$ cat src/rtl/uart_receive.sv
// uart_receive: 8N1 serial-to-parallel UART receiver, one byte out per frame.
// Latency: about 9.5 bit periods + 3 clk from start edge to data_valid.
// Backpressure: none; data_byte holds until the next good frame, so consume on data_valid.
//
// Ports:
//   clk, rst        system clock (posedge) and asynchronous active-high reset
//   rx              serial line, idle high, asynchronous to clk
//   data_byte       last correctly received byte, LSB = first data bit
//   data_valid      1-clk pulse when data_byte has just been updated
//   framing_error   1-clk pulse when the stop bit is sampled low
//   parity_error    1-clk pulse on even-parity mismatch (UART_RX_PARITY_EN only)
//   busy            high whenever the receiver is not idle
// Optional feature macro: UART_RX_PARITY_EN selects 8E1 framing with parity check.
module uart_receive #(
   parameter int BAUD_RATE       = 9600,
   parameter int CLOCK_SPEED_MHZ = 100
) (
   input  logic       clk,
   input  logic       rst,
   input  logic       rx,
   output logic [7:0] data_byte,
   output logic       data_valid,
   output logic       framing_error,
`ifdef UART_RX_PARITY_EN
   output logic       parity_error,
`endif
   output logic       busy
);

   localparam int          CW_INT      = CLOCK_SPEED_MHZ * 1000000 / BAUD_RATE;
   localparam logic [15:0] CYCLES_WAIT = 16'(CW_INT);
   localparam logic [15:0] HALF        = 16'(CW_INT / 2);

   typedef enum logic [2:0] {
      IDLE,
      START,
      DATA,
`ifdef UART_RX_PARITY_EN
      PARITY,
`endif
      STOP,
      BREAK
   } state_t;

   state_t      state, state_n;
   logic        rx_meta, rx_sync;
   logic [15:0] cnt, cnt_n;
   logic [2:0]  idx, idx_n;
   logic [7:0]  shift, shift_n;
   logic [7:0]  byte_n;
   logic        dv_n, fe_n;
`ifdef UART_RX_PARITY_EN
   logic        par_bad, par_bad_n;
   logic        pe_n;
`endif

   // Two-flop synchronizer; resets to the idle line level so reset never looks like a start bit.
   always_ff @(posedge clk or posedge rst) begin
      if (rst) begin
         rx_meta <= 1'b1;
         rx_sync <= 1'b1;
      end else begin
         rx_meta <= rx;
         rx_sync <= rx_meta;
      end
   end

   always_ff @(posedge clk or posedge rst) begin
      if (rst) begin
         state         <= IDLE;
         cnt           <= 16'd0;
         idx           <= 3'd0;
         shift         <= 8'h00;
         data_byte     <= 8'h00;
         data_valid    <= 1'b0;
         framing_error <= 1'b0;
`ifdef UART_RX_PARITY_EN
         par_bad       <= 1'b0;
         parity_error  <= 1'b0;
`endif
      end else begin
         state         <= state_n;
         cnt           <= cnt_n;
         idx           <= idx_n;
         shift         <= shift_n;
         data_byte     <= byte_n;
         data_valid    <= dv_n;
         framing_error <= fe_n;
`ifdef UART_RX_PARITY_EN
         par_bad       <= par_bad_n;
         parity_error  <= pe_n;
`endif
      end
   end

   always_comb begin
      state_n   = state;
      cnt_n     = cnt;
      idx_n     = idx;
      shift_n   = shift;
      byte_n    = data_byte;
      dv_n      = 1'b0;
      fe_n      = 1'b0;
`ifdef UART_RX_PARITY_EN
      par_bad_n = par_bad;
      pe_n      = 1'b0;
`endif
      case (state)
         IDLE: begin
            cnt_n = 16'd0;
            if (!rx_sync) state_n = START;
         end
         START: begin
            // Re-check mid start bit so short glitches are rejected.
            if (cnt == HALF) begin
               cnt_n   = 16'd0;
               idx_n   = 3'd0;
               state_n = rx_sync ? IDLE : DATA;
            end else begin
               cnt_n = cnt + 16'd1;
            end
         end
         DATA: begin
            if (cnt == CYCLES_WAIT) begin
               cnt_n   = 16'd0;
               shift_n = {rx_sync, shift[7:1]};
               if (idx == 3'd7) begin
`ifdef UART_RX_PARITY_EN
                  state_n = PARITY;
`else
                  state_n = STOP;
`endif
               end else begin
                  idx_n = idx + 3'd1;
               end
            end else begin
               cnt_n = cnt + 16'd1;
            end
         end
`ifdef UART_RX_PARITY_EN
         PARITY: begin
            if (cnt == CYCLES_WAIT) begin
               cnt_n     = 16'd0;
               par_bad_n = (^shift) ^ rx_sync;
               state_n   = STOP;
            end else begin
               cnt_n = cnt + 16'd1;
            end
         end
`endif
         STOP: begin
            // Leaves mid stop bit, so the next start edge is caught even with a short stop.
            if (cnt == CYCLES_WAIT) begin
               cnt_n = 16'd0;
               if (rx_sync) begin
                  state_n = IDLE;
`ifdef UART_RX_PARITY_EN
                  if (par_bad) begin
                     pe_n = 1'b1;
                  end else begin
                     dv_n   = 1'b1;
                     byte_n = shift;
                  end
`else
                  dv_n   = 1'b1;
                  byte_n = shift;
`endif
               end else begin
                  fe_n    = 1'b1;
                  state_n = BREAK;
               end
            end else begin
               cnt_n = cnt + 16'd1;
            end
         end
         BREAK: begin
            // Wait out a held-low line so it cannot be decoded as a stream of frames.
            cnt_n = 16'd0;
            if (rx_sync) state_n = IDLE;
         end
         default: begin
            state_n = IDLE;
            cnt_n   = 16'd0;
         end
      endcase
   end

   assign busy = (state != IDLE);

endmodule

$ cat config.mk
export PLATFORM = sky130hd
export DESIGN_NAME = uart_receive
export DESIGN_NICKNAME = d
export VERILOG_FILES = /design/src/rtl/uart_receive.sv
export SDC_FILE = /design/constraint.sdc
export NUM_CORES = 1
export LEC_CHECK = 0
export ABC_AREA = 1
export ABC_CLOCK_PERIOD_IN_PS = 2700
export BUFFER_PORTS_ARGS = -buffer_cell sky130_fd_sc_hd__buf_2
export CORE_MARGIN = 8
export CORE_UTILIZATION = 64
export CTS_CLUSTER_DIAMETER = 80
export CTS_CLUSTER_SIZE = 16
export DETAILED_ROUTE_END_ITERATION = 16
export GPL_ROUTABILITY_DRIVEN = 0
export PLACE_DENSITY = 0.84
export SLEW_MARGIN = 20
export SYNTH_ARGS = -nofsm -noshare
export SYNTH_HDL_FRONTEND = slang
export SYNTH_SLANG_ARGS = --single-unit
$ cat constraint.sdc
create_clock -name clk -period 2.7 [get_ports clk]
set_clock_uncertainty 0.05 [all_clocks]
set_input_delay 0.27 -clock clk [delete_from_list [all_inputs] [get_ports clk]]
set_output_delay 0.27 -clock clk [all_outputs]
set_load 0.005 [all_outputs]
==> metrics.yaml <==
setup_path:
  cp_max_fo: 16
  critPathLaunchType: "flip-flop"
  critPathArrivalTime_ns: 2.13
  cp.required_ns: 2.93
  end_kind: "flip-flop"
  path_class: "reg2reg"
timing:
  fin_ws_ns: 0.805
  rsz0062_at_grt: "false"
  fin_crit_sh_pct: 70.2
  fin_setup_tns_ns: 0
  finalHoldViolations: 0
  min_period_ns: 1.89
  slew_headroom_pct: 58.8
  slew_viol_final: 0
  fmax_mhz: 528
  worstMarginPinSlew_ns: 0.616
  finalSetupViolCount: 0
route:
  first_pass_iters: 4
  wl_per_cell_um: 12.6
  vias: 1682
  ant_nets: 0
  vias_per_cell: 5.22
  routed_wl_mm: 4.06
  drc_errors: 0
  drt_iter0_drc: 122
synthesis:
  syn_inst: 257
  yosysWarnings: 0
  avgSynthCellArea_um2: 8.13
  synth_cell_types: 26
  synth.top_cell.area_share_pct: 47.9
  ys_ff_latch: 42
  syn-num-nets: 264
  yosys.area.top_type: "dfrtp_1"
  synth.area.top_cells: "dfrtp_1 (48%), nand2_1 (11%), inv_1 (6.1%)"
  syn_area_mm2: 0.00209
  yosysSeqAreaShare_pct: 50.4
status:
  status: "finished clean"
global_routing:
  antenna_found_initial: 0
  grt_pass1_wl_mm: 6.96
  grt_pass1_vias: 1604
  grt_use_total_pct: 16.4
  grt_max_degree: 43
  grt_overflow_total: 0
place:
  numPortBuffers: 13
  dpl.hpwl_mm: 2.87
  pre_cts_slack_ns: 0.863
clocking:
  clock_latency_ns: 0.36
  tritoncts: "built"
  cts.clk_slew.worst_paths_ns: 0.12
  h-tree-depth: 2
  cts.sinks: 42
  cts-buffers-inserted: 5
  cts_buffer_depth: 2
  cts_root_buf: "clkbuf_4"
floorplanning:
  die_h_um: 73.1
  dieArea_mm2: 0.00535
  core_area_mm2: 0.00308
  rows: 20
  die_width_um: 73.1
  start_util_pct: 67.8
  io_pins: 14
cells_and_area:
  areaGrowthSynthToFinish_pct: 11.0
  diodes: 0
  drive_above_1_share_pct: 13.3
  fin_nets: 284
pwr:
  p_leak_nw: 1.14
  p_per_area_mw_per_mm2: 495
  worst_ir_drop_vdd_uv: 471
job:
  maxCapViolCount: 0
worst_hold_path:
  hp-class: "reg2reg"
## final timing paths
| check | startpoint | endpoint | slack (ns) | cells after the start |
|---|---|---|---|---|
| max | cnt[11] | data_byte[6] | 0.81 | 8 |
| min | rx_meta | rx_sync | 0.31 | 0 |
| max reg2reg | cnt[11] | data_byte[6] | 0.81 | 8 |
| max in group asynchronous | rst | rx_meta | 1.72 | 4 |
| min in group asynchronous | rst | cnt[12] | 0.51 | 4 |
| min reg2reg | rx_meta | rx_sync | 0.31 | 0 |
## area by class of cell
class,instances,area [um2]
multi-input combinational,174,868
fill,245,759
clock inverter,3,68.8
clock buffer,5,37.5
inverter,38,143
sequential,42,1050
timing repair buffer,16,92.6
tap,44,55.1
## state kept, by name, summed over array words and instances (netlist names)
register and count:
rx_sync 1, data_valid 1, rx_meta 1, framing_error 1
cnt 16, shift 8, idx 3, data_byte 8
state 3
## critical path, cell delays in order (launching register included)
cell,delay [ns]
dfrtp_1,0.45
inv_1,0.12
nor2_1,0.13
nand2_1,0.07
nor2_1,0.12
nand2_2,0.12
nor3_4,0.50
nand2_1,0.15
o21ai_0,0.11
## where the power goes
group / switching (mW) / internal, mW
clock network: 0.207 / 0.290
logic: 0.0139 / 0.00445
registers: 0.00131 / 0.632
total: 0.222 / 0.926
## what timing repair did
action                                  in CTS  in global routing
hold buffers                                 2                  0
resized for setup                            0                  0
hold endpoints to repair                    41                  0
buffers inserted                             0                  0
endpoints found under the setup margin       0                  0
## synthesized netlist by cell type (all sizes together)
cell / number
nor3: 5
nand3: 12
xor2: 9
nor2: 32
a211oi: 1
buf: 3
nor4: 1
o21ai: 18
nand4: 3
o21bai: 1
nand2: 68
dfstp: 2
xnor2: 3
a31oi: 1
a21boi: 1
dfrtp: 40
a21oi: 15
inv: 38
ha: 4
## logic make-up after synthesis
| family | synth area share [%] |
|---|---|
| flops | 50.4 |
| xor+xnor | 5.03 |
| simple gates | 24.5 |
| fa+ha+maj | 2.40 |
| compound gates | 9.65 |
| buf+inv | 7.97 |
## through the flow
stage          hold WS, ns  std cells  power, mW  instance area [um2]  util (%)
2_1_floorplan        0.224        257      0.656                 2090         -
3_5_place_dp         0.299        312      0.662                 2190      71.2
4_1_cts              0.316        322       1.15                 2320      75.3
6_report             0.314        322       1.15                 2320      75.3
5_1_grt              0.318        322       1.18                 2320      75.3
3_3_place_gp         0.296        312      0.662                 2190      71.2
## cells in the final DEF, fill, tap and decap left out
cell type,n
nand4_1,3
a21boi_0,1
nor2_2,1
dlygate4sd3_1,2
nor3_4,1
inv_2,4
bufinv_16,2
o21ai_2,2
nor3_1,4
o21ai_0,16
inv_1,34
nand2_1,63
dfstp_2,2
buf_2,13
xnor2_1,3
nor2_1,31
clkbuf_4,5
a211oi_1,1
o21bai_1,1
a21oi_1,15
nand3_1,12
nor4_1,1
clkinv_4,1
xor2_1,9
ha_1,4
nand2_2,5
buf_4,1
a31oi_1,1
dfrtp_1,40
## per-layer routing
layer | global-route usage [%] | routed length (um) | vias up
met1 | 20.1 | 1860 | 798
li1 | - | - | 846
met4 | 5.78 | 53 | 0
met2 | 26.5 | 1950 | 32
met5 | 0 | 0 | -
met3 | 4.95 | 201 | 6
No activity file was read; power rests on OpenSTA's default activity.
